===== config.mk =====
export PLATFORM = sky130hd
export DESIGN_NAME = uart_tx_fifo_flat
export DESIGN_NICKNAME = d
export VERILOG_FILES = /design/src/rtl/uart_tx_fifo_if.sv /design/src/rtl/uart_tx_fifo.sv /design/src/flat_wrapper.sv
export SDC_FILE = /design/constraint.sdc
export NUM_CORES = 1
export LEC_CHECK = 0
export CORE_ASPECT_RATIO = 0.9
export CORE_MARGIN = 3
export CORE_UTILIZATION = 46
export CTS_CLUSTER_SIZE = 16
export DETAILED_ROUTE_END_ITERATION = 10
export SLEW_MARGIN = 30
export SYNTH_ARGS = -nofsm -noshare
export SYNTH_HDL_FRONTEND = slang
export SYNTH_SLANG_ARGS = --single-unit

===== constraint.sdc =====
create_clock -name clk -period 9.75 [get_ports clk]
set_input_delay 1.95 -clock clk [delete_from_list [all_inputs] [get_ports clk]]
set_output_delay 1.95 -clock clk [all_outputs]
set_load 0.02 [all_outputs]

===== src/rtl/uart_tx_fifo_if.sv =====
// Write-side bus of the FIFO-buffered UART transmitter: data, strobe and FIFO status.
interface uart_tx_fifo_if #(
   parameter int DATA_WIDTH = 8
);
   logic [DATA_WIDTH-1:0] WR_DATA;
   logic                  WR_EN;
   logic                  FULL;
   logic                  EMPTY;
   logic                  WR_DROP;

   modport master (output WR_DATA, WR_EN, input FULL, EMPTY, WR_DROP);
   modport slave  (input WR_DATA, WR_EN, output FULL, EMPTY, WR_DROP);
endinterface


===== src/rtl/uart_tx_fifo.sv =====
// FIFO-buffered UART transmitter with per-frame configurable length, parity, stop bits
// and an internal baud divider; frame settings are captured when a word is popped.
module uart_tx_fifo #(
   parameter int DATA_WIDTH = 8,
   parameter int FIFO_DEPTH = 8,
   parameter int DIV_WIDTH  = 16
) (
   input  logic                             clk,
   input  logic                             ARST,
   input  logic [DIV_WIDTH-1:0]             DIV,
   input  logic [$clog2(DATA_WIDTH+1)-1:0]  DATA_LEN,
   input  logic                             PAR_EN,
   input  logic                             PAR_TYP,
   input  logic                             STOP2,
   uart_tx_fifo_if.slave                    wr,
   output logic                             TX_OUT,
   output logic                             BUSY
);
   localparam int LW = $clog2(DATA_WIDTH+1);
   localparam int AW = $clog2(FIFO_DEPTH);
   localparam int CW = AW + 1;

   typedef enum logic [2:0] {S_IDLE, S_START, S_DATA, S_PARITY, S_STOP} state_t;

   // ---------------- FIFO ----------------
   logic [DATA_WIDTH-1:0] mem [FIFO_DEPTH];
   logic [AW-1:0]         wr_ptr, rd_ptr;
   logic [CW-1:0]         count, count_nx;
   logic                  push, pop;

   // FULL is the registered pre-edge value, so a same-edge pop never rescues a write
   assign push     = wr.WR_EN && !wr.FULL;
   assign count_nx = count + CW'(push) - CW'(pop);

   always_ff @(posedge clk or posedge ARST) begin
      if (ARST) begin
         wr_ptr     <= '0;
         rd_ptr     <= '0;
         count      <= '0;
         wr.FULL    <= 1'b0;
         wr.EMPTY   <= 1'b1;
         wr.WR_DROP <= 1'b0;
      end else begin
         if (push) wr_ptr <= wr_ptr + AW'(1);
         if (pop)  rd_ptr <= rd_ptr + AW'(1);
         count      <= count_nx;
         wr.FULL    <= (count_nx == CW'(FIFO_DEPTH));
         wr.EMPTY   <= (count_nx == '0);
         wr.WR_DROP <= wr.WR_EN && wr.FULL;
      end
   end

   always_ff @(posedge clk) begin
      if (push) mem[wr_ptr] <= wr.WR_DATA;
   end

   // ---------------- frame engine ----------------
   state_t                state, state_nx;
   logic [DIV_WIDTH-1:0]  cnt, div_last_q, div_last;
   logic [LW-1:0]         len_q, len_eff, bit_cnt;
   logic                  par_en_q, par_typ_q, stop2_q, stop_cnt, par_q;
   logic [DATA_WIDTH-1:0] shreg, shreg_sh;
   logic                  tick, last_data, last_stop, tx_d;

   assign div_last  = (DIV == '0) ? '0 : DIV - DIV_WIDTH'(1);
   assign len_eff   = (DATA_LEN == '0 || DATA_LEN > LW'(DATA_WIDTH)) ? LW'(DATA_WIDTH) : DATA_LEN;
   assign tick      = (cnt == div_last_q);
   assign last_data = (bit_cnt == len_q - LW'(1));
   assign last_stop = (stop_cnt == stop2_q);
   assign shreg_sh  = shreg >> 1;

   always_ff @(posedge clk or posedge ARST) begin
      if (ARST) state <= S_IDLE;
      else      state <= state_nx;
   end

   always_comb begin
      state_nx = state;
      pop      = 1'b0;
      case (state)
         S_IDLE:   if (!wr.EMPTY) begin
                      state_nx = S_START;
                      pop      = 1'b1;
                   end
         S_START:  if (tick) state_nx = S_DATA;
         S_DATA:   if (tick && last_data) state_nx = par_en_q ? S_PARITY : S_STOP;
         S_PARITY: if (tick) state_nx = S_STOP;
         S_STOP:   if (tick && last_stop) begin
                      if (!wr.EMPTY) begin
                         state_nx = S_START;
                         pop      = 1'b1;
                      end else begin
                         state_nx = S_IDLE;
                      end
                   end
         default:  state_nx = S_IDLE;
      endcase
   end

   // Line level for the cycle after this edge; the last data bit has not been folded
   // into par_q yet on the DATA->PARITY edge, so it is added explicitly there.
   always_comb begin
      tx_d = 1'b1;
      BUSY = (state != S_IDLE);
      case (state_nx)
         S_START:  tx_d = 1'b0;
         S_DATA:   tx_d = (state == S_DATA && tick) ? shreg_sh[0] : shreg[0];
         S_PARITY: tx_d = (state == S_DATA) ? (par_q ^ shreg[0] ^ par_typ_q) : (par_q ^ par_typ_q);
         default:  tx_d = 1'b1;
      endcase
   end

   always_ff @(posedge clk or posedge ARST) begin
      if (ARST) begin
         TX_OUT     <= 1'b1;
         cnt        <= '0;
         div_last_q <= '0;
         len_q      <= LW'(DATA_WIDTH);
         bit_cnt    <= '0;
         par_en_q   <= 1'b0;
         par_typ_q  <= 1'b0;
         stop2_q    <= 1'b0;
         stop_cnt   <= 1'b0;
         par_q      <= 1'b0;
         shreg      <= '0;
      end else begin
         TX_OUT <= tx_d;
         if (pop) begin
            shreg      <= mem[rd_ptr];
            div_last_q <= div_last;
            len_q      <= len_eff;
            par_en_q   <= PAR_EN;
            par_typ_q  <= PAR_TYP;
            stop2_q    <= STOP2;
            cnt        <= '0;
            bit_cnt    <= '0;
            stop_cnt   <= 1'b0;
            par_q      <= 1'b0;
         end else if (state != S_IDLE) begin
            cnt <= tick ? '0 : cnt + DIV_WIDTH'(1);
            if (tick) begin
               case (state)
                  S_DATA: begin
                     shreg   <= shreg_sh;
                     par_q   <= par_q ^ shreg[0];
                     bit_cnt <= bit_cnt + LW'(1);
                  end
                  S_STOP:  stop_cnt <= 1'b1;
                  default: ;
               endcase
            end
         end
      end
   end
endmodule


===== src/flat_wrapper.sv =====
// flat-port wrapper written by rule: the top's interface ports become plain ports
module uart_tx_fifo_flat 
#(
   parameter int DATA_WIDTH = 8,
   parameter int FIFO_DEPTH = 8,
   parameter int DIV_WIDTH  = 16
)
  (clk, ARST, DIV, DATA_LEN, PAR_EN, PAR_TYP, STOP2, TX_OUT, BUSY, wr_WR_DATA, wr_WR_EN, wr_FULL, wr_EMPTY, wr_WR_DROP);
  uart_tx_fifo_if #(.DATA_WIDTH(DATA_WIDTH)) wr_i ();
  input  logic clk;
  input  logic ARST;
  input  logic [DIV_WIDTH-1:0] DIV;
  input  logic [$clog2(DATA_WIDTH+1)-1:0] DATA_LEN;
  input  logic PAR_EN;
  input  logic PAR_TYP;
  input  logic STOP2;
  output logic TX_OUT;
  output logic BUSY;
  input wire logic [$bits(wr_i.WR_DATA)-1:0] wr_WR_DATA;
  input wire logic [$bits(wr_i.WR_EN)-1:0] wr_WR_EN;
  output wire logic [$bits(wr_i.FULL)-1:0] wr_FULL;
  output wire logic [$bits(wr_i.EMPTY)-1:0] wr_EMPTY;
  output wire logic [$bits(wr_i.WR_DROP)-1:0] wr_WR_DROP;
  assign wr_i.WR_DATA = wr_WR_DATA;
  assign wr_i.WR_EN = wr_WR_EN;
  assign wr_FULL = wr_i.FULL;
  assign wr_EMPTY = wr_i.EMPTY;
  assign wr_WR_DROP = wr_i.WR_DROP;
  uart_tx_fifo #(.DATA_WIDTH(DATA_WIDTH), .FIFO_DEPTH(FIFO_DEPTH), .DIV_WIDTH(DIV_WIDTH)) u_core (.clk(clk), .ARST(ARST), .DIV(DIV), .DATA_LEN(DATA_LEN), .PAR_EN(PAR_EN), .PAR_TYP(PAR_TYP), .STOP2(STOP2), .wr(wr_i), .TX_OUT(TX_OUT), .BUSY(BUSY));
endmodule

Word-level counts from Yosys, hierarchy flattened. Memories as Yosys holds them, arrays and structs flattened. Index checks and enable logic that the tools add are counted.

$add $sub $neg: 8. Magnitude comparators: 1. Equality and inequality tests: 11. Muxes and demuxes: 37. Bitwise gates (word level): 3. Reduce and logical (&&, ||, !) cells: 18.

Operators with widths (number): $mux 16 (4); $mux 8 (4); $mux 4 (5); $mux 3 (6); $add 16x1->16 const B (1); $eq 16x16->1 (1); $logic_not 16->1 (1); $sub 16x1->16 const B (1); $mux 1 (15); $pmux 3 s5 (1); $eq 3x2->1 const B (4); $logic_not 4->1 (2); $reduce_bool 2->1 (4); $add 3x1->3 const B (2); $eq 3x1->1 const B (2); $reduce_and 3->1 (2); $logic_and 1x1->1 (5); $add 4x1->4 (1); $add 4x1->4 const B (1); $eq 4x4->1 (1); $eq 4x4->1 const B (1); $gt 4x4->1 const B (1); $sub 4x1->4 (1); $sub 4x1->4 const B (1); other kinds (9) (11).

Register bits after elaboration: 70. Memory bits (writable): 64. Input bits: 34. Output and inout port bits: 5. Word-level logic and storage cells: 97. Memories: 1.

Memory list: u_core.mem (words 8, bits a word 8, rd ports 1, clocked after memory_dff 0, wr ports 1, line uart_tx_fifo.sv:26) `logic [DATA_WIDTH-1:0] mem [FIFO_DEPTH];`.

Depth between registers and ports, before layout. Gate-level depths: netlist of the first run.

Depth in word-level cells: 7. Gate-level depth with buffers: 15. Depth with buffers taken out: 13.

Worst setup path before layout of the first run. Ideal clock, no wire load.

Kind: in2reg. Start point: input DIV[0]. End point: register u_core.div_last_q[10]. Library setup time: 0.119 ns. Arrival time: 3.440 ns. Data required time: 9.631 ns. Slack: 6.191 ns. Cell stages on the path: 8. Buffers on the path: 1. Cell sequence: inv_1 ha_1 nor3b_1 nor4b_4 and3_1 nand2b_2 buf_6 o21ai_2.

Cells in the longest elaborated chain, start to end: 2. Elaborated cells on any way between the ends: 3. Classes of those cells: add/sub (1); mux (1); reduce/logical (1).

Ends and longest elaborated chain: start, declared (line flat_wrapper.sv:12) `input logic [DIV_WIDTH-1:0] DIV;`; $sub 16x1->16 or $logic_not 16->1 (tied branches) (line uart_tx_fifo.sv:65) `assign div_last = (DIV == '0) ? '0 : DIV - DIV_WIDTH'(1);`; $mux 16 * (line uart_tx_fifo.sv:65); end signal, assigned (line uart_tx_fifo.sv:130) `div_last_q <= div_last;`; end, declared (line uart_tx_fifo.sv:59) `logic [DIV_WIDTH-1:0] cnt, div_last_q, div_last;`.

Every way passes the cells marked *; elsewhere a longest branch is shown, timed or not. A chain may end at the register's enable or synchronous reset.

Worst setup path after layout of the first run.
Start point: input DIV[0]. End point: register u_core.div_last_q[13].

Same word-level chain as after synthesis.

==> results of run 1 <==
==> state kept, by name, summed over array words and instances, names as in the netlist <==
signal,count
u_core.wr.WR_DROP,1
u_core.bit_cnt,4
u_core.stop2_q,1
u_core.rd_ptr,3
u_core.count,4
u_core.len_q,4
u_core.div_last_q,16
u_core.wr_ptr,3
u_core.TX_OUT,1
u_core.par_en_q,1
u_core.wr.EMPTY,1
u_core.stop_cnt,1
u_core.cnt,16
u_core.state,3
u_core.par_typ_q,1
u_core.wr.FULL,1
u_core.shreg,8
u_core.par_q,1
u_core.mem,64
==> power by group through the flow <==
stage               sequential, W  clock, W  combinational [W]
floorplan                0.000722         0           0.000162
global placement         0.000734         0           0.000219
detailed placement       0.000737         0           0.000225
CTS                      0.000727  0.000639           0.000227
global route             0.000737  0.000665           0.000252
finish                   0.000727  0.000625           0.000223
==> path summary, 6_finish.rpt <==
check	endpoint	from	slack, ns	cells after the start
max in group asynchronous	u_core.div_last_q[12]$_DFFE_PP0N_	ARST	7.28	3
worst max register to register	u_core.wr.FULL$_DFF_PP0_	u_core.cnt[0]$_DFFE_PP0N_	5.85	13
worst max-delay path	u_core.div_last_q[13]$_DFFE_PP0N_	DIV[0]	5.67	8
worst min-delay path	u_core.len_q[3]$_DFFE_PP1N_	u_core.len_q[3]$_DFFE_PP1N_	0.47	2
worst min register to register	u_core.len_q[3]$_DFFE_PP1N_	u_core.len_q[3]$_DFFE_PP1N_	0.47	2
min in group asynchronous	u_core.stop_cnt$_DFFE_PP0P_	ARST	2.03	3
==> cell families after synthesis <==
logic type      after synthesis  share of synthesized area
simple gates                163                      0.136
fa+ha+maj                    11                     0.0234
xor+xnor                     59                     0.0834
mux                          27                     0.0761
flops                       134                      0.593
buf+inv                      36                     0.0265
compound gates               53                     0.0614
==> worst max-delay path: stages <==
cell	delay, ns
sky130_fd_sc_hd__clkdlybuf4s50_1	0.48
sky130_fd_sc_hd__inv_1	0.09
sky130_fd_sc_hd__ha_1	0.17
sky130_fd_sc_hd__nor3b_1	0.48
sky130_fd_sc_hd__nor4b_4	0.44
sky130_fd_sc_hd__and3_1	0.24
sky130_fd_sc_hd__nand2b_2	0.36
sky130_fd_sc_hd__o21ai_0	0.15
==> cell usage after synthesis (2+ instances only) <==
cell type,number,area [µm²]
sky130_fd_sc_hd__or3_1,3,18.8
sky130_fd_sc_hd__nand3_1,10,50.1
sky130_fd_sc_hd__o21ai_0,10,50.1
sky130_fd_sc_hd__a211oi_1,6,45.0
sky130_fd_sc_hd__clkbuf_1,10,37.5
sky130_fd_sc_hd__o21ai_2,11,96.3
sky130_fd_sc_hd__mux4_2,16,360
sky130_fd_sc_hd__xor2_1,37,324
sky130_fd_sc_hd__buf_4,2,15.0
sky130_fd_sc_hd__dfstp_2,3,78.8
sky130_fd_sc_hd__and2_1,5,31.3
sky130_fd_sc_hd__nor2b_1,9,56.3
sky130_fd_sc_hd__inv_1,16,60.1
sky130_fd_sc_hd__o31a_1,2,17.5
sky130_fd_sc_hd__a31oi_1,3,18.8
sky130_fd_sc_hd__a221o_1,2,20.0
sky130_fd_sc_hd__nor2_1,41,154
sky130_fd_sc_hd__nor4_1,4,25.0
sky130_fd_sc_hd__buf_6,2,22.5
sky130_fd_sc_hd__mux2i_1,10,100
sky130_fd_sc_hd__nand3b_1,3,22.5
sky130_fd_sc_hd__nor3_1,10,50.1
sky130_fd_sc_hd__a21oi_1,7,35.0
sky130_fd_sc_hd__or2_2,2,12.5
sky130_fd_sc_hd__o21ai_1,3,15.0
sky130_fd_sc_hd__nor4_2,3,37.5
sky130_fd_sc_hd__ha_1,10,125
sky130_fd_sc_hd__or4_4,2,22.5
sky130_fd_sc_hd__nand2b_1,6,37.5
sky130_fd_sc_hd__nand4_1,7,43.8
sky130_fd_sc_hd__dfrtp_1,67,1680
sky130_fd_sc_hd__nand2_1,48,180
sky130_fd_sc_hd__buf_2,5,25.0
sky130_fd_sc_hd__and3_1,2,12.5
sky130_fd_sc_hd__a21o_1,2,15.0
sky130_fd_sc_hd__xnor2_1,22,193
sky130_fd_sc_hd__edfxtp_1,64,1920
sky130_fd_sc_hd__and4_1,2,17.5
==> metal layers <==
| metal | global-route usage | share of wire | wire length, µm | vias to the layer above |
|---|---|---|---|---|
| met2 | 0.285 | 0.50 | 5770 | 40 |
| met5 | 0 | 0 | 0 | - |
| li1 | - | - | - | 1822 |
| met1 | 0.223 | 0.46 | 5300 | 1799 |
| met3 | 0.0444 | 0.030 | 344 | 8 |
| met4 | 0.0615 | 0.0084 | 97 | 0 |
==> through the flow <==
step / utilization / instances
after floorplan: - / 483
after global placement: 0.520 / 671
after detailed placement: 0.520 / 671
after CTS: 0.564 / 703
after global routing: 0.565 / 703
final: 0.565 / 703
==> area by class of cell <==
| type | instances | area share |
|---|---|---|
| flip-flops and latches | 134 | 0.504 |
| multi-input cells | 313 | 0.323 |
| clock buffers | 19 | 0.0593 |
| repair buffers | 43 | 0.0578 |
| well taps | 164 | 0.0281 |
| clock inverters | 13 | 0.0199 |
| inverters | 17 | 0.00874 |
==> Flow_metrics.wiki, run 1 <==
{| class="wikitable"
! Metric !! Value
|-
| Cell area reported after detailed placement || 0.00672 mm²
|-
| Most frequent cells in the layout || sky130_fd_sc_hd__dfrtp_1 (67), sky130_fd_sc_hd__edfxtp_1 (64), sky130_fd_sc_hd__nand2_1 (48), sky130_fd_sc_hd__nor2_1 (41), sky130_fd_sc_hd__clkdlybuf4s50_1 (38)
|-
| Number of enable-type register cells in the synthesized netlist || 64
|-
| Die Span Y || 116 µm
|-
| Critical path data required time || 10.02 ns
|-
| Detailed placer's ending HPWL || 7610 µm
|-
| Final antenna-violating net count || 0
|-
| Number of buffers added by the clock tree synthesis step || 17
|-
| Wire length of the first global-routing pass || 19500 µm
|-
| First-pass detailed-route iteration total || 4
|-
| H-tree Lvls || 4
|-
| Initial antenna violation count || 0
|-
| Gate power share || 0.142
|-
| Area used by multi-input combinational logic || 0.00235 mm²
|-
| Worst supply voltage drop on vdd || 0.000147 V
|-
| Clock latency on the worst-skew pair || 0.41 ns
|-
| Sum of overflow across all layers after global routing || 0
|-
| Path type of the worst min-delay path || reg -> reg
|-
| Pin count of the biggest net entering global routing || 71
|-
| Ratio of total power to cell area || 216 mW/mm²
|-
| Leakage power || 2.92 nW
|-
| Fmax || 245 MHz
|-
| Net switching power || 0.000414 W
|-
| Yosys synthesis warning count || 0
|-
| Unrepaired setup endpoints after global routing || no
|-
| Mapped Area || 0.00620 mm²
|-
| Hold_buf cts || 0
|-
| Power Total || 0.00158 W
|-
| Post-synthesis sequential area ratio || 0.593
|-
| Maximum root-to-sink buffer count || 2
|-
| Min Hold Slack || 0.474 ns
|-
| Number of post-CTS setup repair buffers || 0
|-
| Area grow syn2layout || 17.8%
|-
| Placement Setup Slack || 5.21 ns
|-
| Total negative setup slack || 0 ns
|-
| Fraction of registers with async set/reset || 0.522
|-
| GRT Util Overall || 0.173
|-
| Number of buffers added on ports || 38
|-
| Root buffer cell || sky130_fd_sc_hd__clkbuf_16
|-
| Fraction of power spent switching nets || 0.263
|-
| Row count || 39
|-
| Most common library cell in the layout ignoring fill and taps || sky130_fd_sc_hd__dfrtp_1
|-
| Final setup violation count || 0
|-
| Cells after synthesis || 483
|-
| Antenna fix cells || 0
|-
| Total wire length after detailed routing || 11500 µm
|-
| # nets final || 571
|-
| Floorplan Core Area || 0.0129 mm²
|-
| Via count normalized by instance count || 5.22
|-
| Post-detailed-route wirelength per cell || 16.4 µm
|-
| Worst setup slack after layout || 5.67 ns
|-
| Final clock skew || 0.00882 ns
|-
| Final hold violation count || 0
|-
| Layout cells sized above 1 || 0.147
|-
| Sequential power share || 0.461
|-
| Number of fill cells in the layout || 1044
|-
| Clock tree from TritonCTS || done
|-
| Slew at the pin closest to its max-slew limit || 0.905 ns
|-
| Minimum period implied by the final worst setup slack || 4.08 ns
|-
| Number of distinct standard cells referenced by the synthesized netlist || 54
|-
| #FFs+latches synth || 134
|-
| Effective utilization at floorplan || 0.479
|-
| Part of the power in the clock network || 0.397
|-
| Type of the worst setup path || in -> reg
|-
| Run status || finished clean
|-
| Period utilisation layout || 0.419
|-
| Die width || 128 µm
|-
| DR vias || 3669
|-
| Internal cell power || 0.00116 W
|-
| Main flop type after synthesis || sky130_fd_sc_hd__dfrtp_1
|-
| Cells resized by post-CTS repair || 0
|-
| Count of clock tree sinks || 134
|-
| Storage cell area || 0.00368 mm²
|-
| DRC violation count after routing || 0
|-
| Final Instance Area || 0.00730 mm²
|-
| Global placement routability congestion || 0.783
|-
| Element type at the critical path start || input port
|-
| WP data arrival || 4.36 ns
|-
| Setup crit end kind || flip-flop
|-
| Synth Net Count || 528
|-
| Syn Area/Cell || 12.8 µm²
|-
| Largest driver fanout on the critical path || 12
|-
| Number of global-route vias before repair || 3847
|-
| Die Footprint || 0.0149 mm²
|-
| Clock transition at the register clock pins on the worst setup and hold paths after CTS || 0.06 ns
|-
| Relative max-transition margin || 0.394
|-
| Max Cap Violations || 0
|-
| Count of pins over their slew limit || 0
|-
| I/O pin count || 39
|-
| Detailed router's first-iteration violation count || 170
|}
Power figures use the tool's default switching activity.
==> inputs of run 2 (changes only) <==
PLACE_DENSITY = 0.67   (was not set)
clock period = 3.51 ns   (was 9.75 ns; I/O delays follow)
==> Flow_metrics.wiki, run 2 (synthesis gave the netlist of run 1 again) <==
{| class="wikitable"
! Metric !! Value
|-
| Run status || finished clean
|-
| Most common library cell in the layout ignoring fill and taps || sky130_fd_sc_hd__dfrtp_1
|-
| Number of global-route vias before repair || 3940 (+2.4%)
|-
| Detailed router's first-iteration violation count || 240 (+41%)
|-
| Largest register by flop count || u_core.mem
|-
| WP data arrival || 3.45 ns (-0.91 ns)
|-
| Max Cap Violations || 0 (unchanged)
|-
| Largest stage delay on the critical path || 0.48 ns (about the same)
|-
| Buffers plus inverters on the worst setup path || 4 (+2)
|-
| Pin count of the biggest net entering global routing || 41 (-42%)
|-
| H-tree Lvls || 4 (unchanged)
|-
| Global-route met2 utilization || 0.288 (+0.00243)
|-
| Antenna fix cells || 0 (unchanged)
|-
| Largest regs || u_core.mem (64), u_core.cnt (16), u_core.div_last_q (16)
|-
| Initial antenna violation count || 0 (unchanged)
|-
| Final antenna-violating net count || 0 (unchanged)
|-
| Total wire length after detailed routing || 11700 µm (+1.6%)
|-
| Hold_buf cts || 0 (unchanged)
|-
| Post-detailed-route wirelength per cell || 16.4 µm (+0.20%)
|-
| Slew at the pin closest to its max-slew limit || 0.835 ns (-0.0707 ns)
|-
| Post-route core utilization || 0.568 (+0.00300)
|-
| Maximum root-to-sink buffer count || 2 (unchanged)
|-
| Number of fill cells in the layout || 1051 (+0.67%)
|-
| DR vias || 3760 (+2.5%)
|-
| Count of clock tree sinks || 134 (unchanged)
|-
| Clock tree from TritonCTS || done
|-
| Die width || 128 µm (unchanged)
|-
| Minimum period implied by the final worst setup slack || 3.10 ns
|-
| Fmax || 322 MHz
|-
| Type of the worst setup path || reg -> reg
|-
| Detailed placer's ending HPWL || 8000 µm (+5.1%)
|-
| Final setup violation count || 0 (unchanged)
|-
| Largest driver fanout on the critical path || 5 (-7)
|-
| Placement Setup Slack || 0.379 ns (-4.83 ns)
|-
| Power Total || 0.00424 W (+170%)
|-
| Count of pins over their slew limit || 0 (unchanged)
|-
| Routing usage on met1 || 0.226 (+0.00209)
|-
| Cells resized by post-CTS repair || 0 (unchanged)
|-
| # nets final || 581 (+1.8%)
|-
| Met3 global-route usage || 0.0530 (+0.00869)
|-
| Kind of cell adding the most delay to the critical path || simple AND/OR/NAND/NOR gates
|-
| Final clock skew || 0.00666 ns (-0.00216 ns)
|-
| Via count normalized by instance count || 5.27 (+1.0%)
|-
| Slowest cell on the critical path || sky130_fd_sc_hd__fa_1
|-
| Leakage power || 2.95 nW (+0.93%)
|-
| Sum of overflow across all layers after global routing || 0 (unchanged)
|-
| Number of flip-flops in the largest register || 64 (unchanged)
|-
| Layout cells sized above 1 || 0.162 (+0.0155)
|-
| Number of buffers added on ports || 38 (unchanged)
|-
| Crit-path most repeated cell || sky130_fd_sc_hd__inv_1
|-
| Element type at the critical path start || flip-flop
|-
| Number of post-CTS setup repair buffers || 0 (unchanged)
|-
| Global placement routability congestion || 0.846 (+8.0%)
|-
| Layer with the highest usage after global routing || met2
|-
| DRC violation count after routing || 0 (unchanged)
|-
| Number of buffers added by the clock tree synthesis step || 17 (unchanged)
|-
| Area grow syn2layout || 18.5%
|-
| Final hold violation count || 0 (unchanged)
|-
| I/O pin count || 39 (unchanged)
|-
| CP cell instances || xor2_1 -> nor4_1 -> nand4_1 -> o31a_1 -> inv_2 -> ha_1 -> inv_1 -> ha_1 -> inv_1 -> fa_1 -> inv_1 -> or3_1 -> nor2b_1
|-
| Final Instance Area || 0.00734 mm² (+0.53%)
|-
| Clock transition at the register clock pins on the worst setup and hold paths after CTS || 0.06 ns (about the same)
|-
| Die Footprint || 0.0149 mm² (unchanged)
|-
| Period utilisation layout || 0.884
|-
| Row count || 39 (unchanged)
|-
| Relative max-transition margin || 0.444 (+0.0494)
|-
| Most frequent cells in the layout || sky130_fd_sc_hd__dfrtp_1 (67), sky130_fd_sc_hd__edfxtp_1 (64), sky130_fd_sc_hd__nand2_1 (48), sky130_fd_sc_hd__nor2_1 (41), sky130_fd_sc_hd__clkdlybuf4s50_1 (38)
|-
| Path type of the worst min-delay path || reg -> reg
|-
| First-pass detailed-route iteration total || 4 (unchanged)
|-
| Die Span Y || 116 µm (unchanged)
|-
| Worst setup slack after layout || 0.407 ns (-5.26 ns)
|-
| GRT Util Overall || 0.176 (+0.00299)
|-
| Cell area reported after detailed placement || 0.00681 mm² (+1.3%)
|-
| Ratio of total power to cell area || 578 mW/mm² (+170%)
|-
| Root buffer cell || sky130_fd_sc_hd__clkbuf_16
|-
| Wire length of the first global-routing pass || 19800 µm (+1.3%)
|-
| Critical path data required time || 3.85 ns (-6.17 ns)
|-
| Unrepaired setup endpoints after global routing || no
|-
| Total negative setup slack || 0 ns (unchanged)
|-
| Clock latency on the worst-skew pair || 0.41 ns (about the same)
|-
| Setup crit end kind || flip-flop
|-
| Floorplan Core Area || 0.0129 mm² (unchanged)
|-
| Effective utilization at floorplan || 0.479 (unchanged)
|-
| Worst supply voltage drop on vdd || 0.000423 V (+190%)
|}
run 2: final timing paths:
path / slack, ns / from / endpoint / cells past startpoint
worst max-delay path: 0.41 / u_core.cnt[0]$_DFFE_PP0N_ / u_core.wr.FULL$_DFF_PP0_ / 13
max in group asynchronous: 2.05 / ARST / u_core.TX_OUT$_DFF_PP1_ / 3
min in group asynchronous: 0.75 / ARST / u_core.wr.WR_DROP$_DFF_PP0_ / 2
worst min register to register: 0.47 / u_core.len_q[3]$_DFFE_PP1N_ / u_core.len_q[3]$_DFFE_PP1N_ / 2
worst max register to register: 0.41 / u_core.cnt[0]$_DFFE_PP0N_ / u_core.wr.FULL$_DFF_PP0_ / 13
worst min-delay path: 0.47 / u_core.len_q[3]$_DFFE_PP1N_ / u_core.len_q[3]$_DFFE_PP1N_ / 2
run 2: layout make-up:
type	instances	area [µm²]	area share
clock buffers	18	429	0.0585
clock inverters	14	104	0.0141
inverters	17	63.8	0.00869
multi-input cells	313	2350	0.321
flip-flops and latches	134	3680	0.501
well taps	164	205	0.0280
repair buffers	53	505	0.0689
run 2: worst min-delay path, stage by stage, from the launching register on:
cell	delay, ns
sky130_fd_sc_hd__dfstp_2	0.37
sky130_fd_sc_hd__nand2_1	0.05
sky130_fd_sc_hd__nand2_1	0.04
run 2: metrics by stage:
stage               hold slack (ns)  std cells
floorplan                     0.442        483
global placement              0.456        681
detailed placement            0.462        681
CTS                           0.469        713
global route                  0.499        713
finish                        0.468        713
run 2: routing by layer:
layer | wire (µm) | up-vias
met5 | 0 | -
met4 | 189 | 0
met3 | 409 | 14
met2 | 5690 | 54
met1 | 5420 | 1854
li1 | - | 1838
run 2: where the power goes:
part / switching (W) / total, W / internal, W
Sequential: 0.000138 / 0.00201 / 0.00187
Clock: 0.000671 / 0.00158 / 0.000905
Combinational: 0.000337 / 0.000654 / 0.000317
==> inputs of run 3 (changes only) <==
REMOVE_ABC_BUFFERS = 1   (was not set)
clock period = 2.5 ns   (was 3.51 ns; I/O delays follow)
==> Flow_metrics.wiki, run 3 (synthesis gave the netlist of run 1 again) <==
{| class="wikitable"
! Metric !! Value
|-
| Total negative setup slack || -2.17 ns (-2.17 ns)
|-
| Setup crit end kind || flip-flop
|-
| Minimum period implied by the final worst setup slack || 3.11 ns (+0.00979 ns)
|-
| Number of global-route vias before repair || 4184 (+6.2%)
|-
| H-tree Lvls || 4 (unchanged)
|-
| Period utilisation layout || 1.24 (+0.361)
|-
| Leakage power || 3.25 nW (+10%)
|-
| Count of clock tree sinks || 134 (unchanged)
|-
| R2R Setup Slk || -0.61 ns (-1.02 ns)
|-
| Slew at the pin closest to its max-slew limit || 0.585 ns (-0.249 ns)
|-
| Post-detailed-route wirelength per cell || 16.6 µm (+1.4%)
|-
| Global placement routability congestion || 0.839 (-0.79%)
|-
| Number of buffers added by the clock tree synthesis step || 17 (unchanged)
|-
| Max Cap Violations || 0 (unchanged)
|-
| Number of flip-flops in the largest register || 64 (unchanged)
|-
| Count of cell instances traversed by the critical path || 14 (+1)
|-
| Layout cells sized above 1 || 0.253 (+0.0912)
|-
| Path type of the worst min-delay path || in -> async
|-
| Largest driver fanout on the critical path || 2 (-3)
|-
| Final hold violation count || 0 (unchanged)
|-
| Largest regs || u_core.mem (64), u_core.cnt (16), u_core.div_last_q (16)
|-
| Buffers plus inverters on the worst setup path || 5 (+1)
|-
| Initial antenna violation count || 0 (unchanged)
|-
| Run status || finished, violations left
|-
| WP data arrival || 3.46 ns (about the same)
|-
| DR vias || 4032 (+7.2%)
|-
| # nets final || 632 (+8.8%)
|-
| DRC violation count after routing || 0 (unchanged)
|-
| Power Total || 0.00656 W (+55%)
|-
| Kind of cell adding the most delay to the critical path || simple AND/OR/NAND/NOR gates
|-
| Largest register by flop count || u_core.mem
|-
| Wire length of the first global-routing pass || 20900 µm (+5.9%)
|-
| Antenna fix cells || 0 (unchanged)
|-
| Root buffer cell || sky130_fd_sc_hd__clkbuf_16
|-
| Detailed router's first-iteration violation count || 194 (-19%)
|-
| Die Footprint || 0.0149 mm² (unchanged)
|-
| Element type at the critical path start || flip-flop
|-
| Relative max-transition margin || 0.610 (+0.166)
|-
| Worst setup slack after layout || -0.612 ns (-1.02 ns)
|-
| Row count || 39 (unchanged)
|-
| Count of pins over their slew limit || 0 (unchanged)
|-
| Ratio of total power to cell area || 834 mW/mm² (+44%)
|-
| Largest stage delay on the critical path || 0.48 ns (about the same)
|-
| Total wire length after detailed routing || 12700 µm (+8.7%)
|-
| Violated checks || setup timing
|-
| Detailed placer's ending HPWL || 8790 µm (+9.9%)
|-
| Die width || 128 µm (unchanged)
|-
| Fmax || 321 MHz (-0.31%)
|-
| I/O pin count || 39 (unchanged)
|-
| Slowest cell on the critical path || sky130_fd_sc_hd__fa_1
|-
| Maximum root-to-sink buffer count || 2 (unchanged)
|-
| CP cell instances || xor2_1 -> nor4_2 -> buf_4 -> nand4_1 -> o31a_1 -> inv_2 -> ha_4 -> inv_4 -> ha_4 -> inv_2 -> fa_1 -> inv_1 -> or3_4 -> nor2b_1
|-
| Final setup violation count || 5 (+5)
|-
| GRT Util Overall || 0.184 (+0.00853)
|-
| Most frequent cells in the layout || sky130_fd_sc_hd__dfrtp_1 (67), sky130_fd_sc_hd__edfxtp_1 (64), sky130_fd_sc_hd__buf_4 (62), sky130_fd_sc_hd__nand2_1 (48), sky130_fd_sc_hd__nor2_1 (41)
|-
| Clock latency on the worst-skew pair || 0.42 ns (about the same)
|-
| Effective utilization at floorplan || 0.479 (unchanged)
|-
| Number of cells traversed by the worst register-to-register path || 14 (+1)
|-
| Clock transition at the register clock pins on the worst setup and hold paths after CTS || 0.06 ns (about the same)
|-
| Worst supply voltage drop on vdd || 0.000595 V (+41%)
|-
| Clock tree from TritonCTS || done
|-
| First-pass detailed-route iteration total || 4 (unchanged)
|-
| Floorplan Core Area || 0.0129 mm² (unchanged)
|-
| Number of buffers added on ports || 38 (unchanged)
|-
| Final antenna-violating net count || 0 (unchanged)
|-
| Die Span Y || 116 µm (unchanged)
|-
| Unrepaired setup endpoints after global routing || yes
|-
| Worst flop-to-flop path startpoint || u_core.div_last_q[13]$_DFFE_PP0N_
|-
| Type of the worst setup path || reg -> reg
|-
| Via count normalized by instance count || 5.28 (about the same)
|-
| Capturing point of the worst reg2reg path || u_core.wr.FULL$_DFF_PP0_
|-
| Sum of overflow across all layers after global routing || 0 (unchanged)
|-
| Placement Setup Slack || -0.673 ns (-1.05 ns)
|-
| Most common library cell in the layout ignoring fill and taps || sky130_fd_sc_hd__dfrtp_1
|-
| Pin count of the biggest net entering global routing || 41 (unchanged)
|-
| Number of fill cells in the layout || 1000 (-4.9%)
|-
| Area grow syn2layout || 27.0%
|-
| Critical path data required time || 2.85 ns (-1.00 ns)
|-
| Final clock skew || 0.00731 ns (+0.000646 ns)
|}
==> run 3: worst reg2reg max path, stage by stage, from the launching register on <==
cell and delay (ns):
sky130_fd_sc_hd__dfrtp_1 0.39, sky130_fd_sc_hd__xor2_1 0.17, sky130_fd_sc_hd__nor4_2 0.29, sky130_fd_sc_hd__buf_4 0.16, sky130_fd_sc_hd__nand4_1 0.14, sky130_fd_sc_hd__o31a_1 0.36, sky130_fd_sc_hd__inv_2 0.09, sky130_fd_sc_hd__ha_4 0.20
sky130_fd_sc_hd__inv_4 0.05, sky130_fd_sc_hd__ha_4 0.13, sky130_fd_sc_hd__inv_2 0.04, sky130_fd_sc_hd__fa_1 0.48, sky130_fd_sc_hd__inv_1 0.05, sky130_fd_sc_hd__or3_4 0.37, sky130_fd_sc_hd__nor2b_1 0.12
==> run 3: worst max path at each step <==
| stage | start | endpoint |
|---|---|---|
| finish | u_core.div_last_q[13]$_DFFE_PP0N_ | u_core.wr.FULL$_DFF_PP0_ |
| global route | u_core.div_last_q[13]$_DFFE_PP0N_ | u_core.wr.FULL$_DFF_PP0_ |
| CTS | u_core.div_last_q[8]$_DFFE_PP0N_ | u_core.wr.FULL$_DFF_PP0_ |
| detailed placement | u_core.cnt[13]$_DFFE_PP0N_ | u_core.wr.FULL$_DFF_PP0_ |
| global placement | u_core.cnt[13]$_DFFE_PP0N_ | u_core.wr.FULL$_DFF_PP0_ |
| floorplan | u_core.cnt[4]$_DFFE_PP0N_ | u_core.wr.FULL$_DFF_PP0_ |
==> run 3: report_power, final <==
part | internal, W | switching, W | leakage (nW)
Clock | 0.00149 | 0.000986 | 0.281
Combinational | 0.000686 | 0.000618 | 1.53
Sequential | 0.00263 | 0.000150 | 1.45
==> run 3: repair_timing <==
action / in CTS / in global routing
buffers inserted: 6 / 4
resized for setup: 8 / 7
pin swaps: 9 / 8
setup endpoints to repair: 5 / 24
cloned: 0 / 0
hold buffers: 0 / 0
==> run 3: final cells by class <==
cell class	instances	area, µm²	area share
clock buffer	17	425	0.0541
multi-input combinational	313	2410	0.307
inverter	17	66.3	0.00843
clock inverter	15	168	0.0213
sequential	134	3680	0.467
tap	164	205	0.0261
timing repair buffer	104	911	0.116
==> run 3: through the flow <==
step	instances	hold slack [ns]	cell area (µm²)	util
after global placement	724	0.455	7140	0.552
after floorplan	464	0.442	6100	-
after detailed placement	724	0.466	7140	0.552
after CTS	761	0.463	7810	0.604
final	764	0.458	7870	0.608
after global routing	764	0.498	7870	0.608
==> run 3: layer usage <==
metal	GRT usage	wire, µm	part of all wire	up-vias
met5	0	0	0	-
met4	0.0636	198	0.016	0
met3	0.0476	419	0.033	18
met2	0.306	6340	0.50	62
met1	0.238	5760	0.45	2013
li1	-	-	-	1939
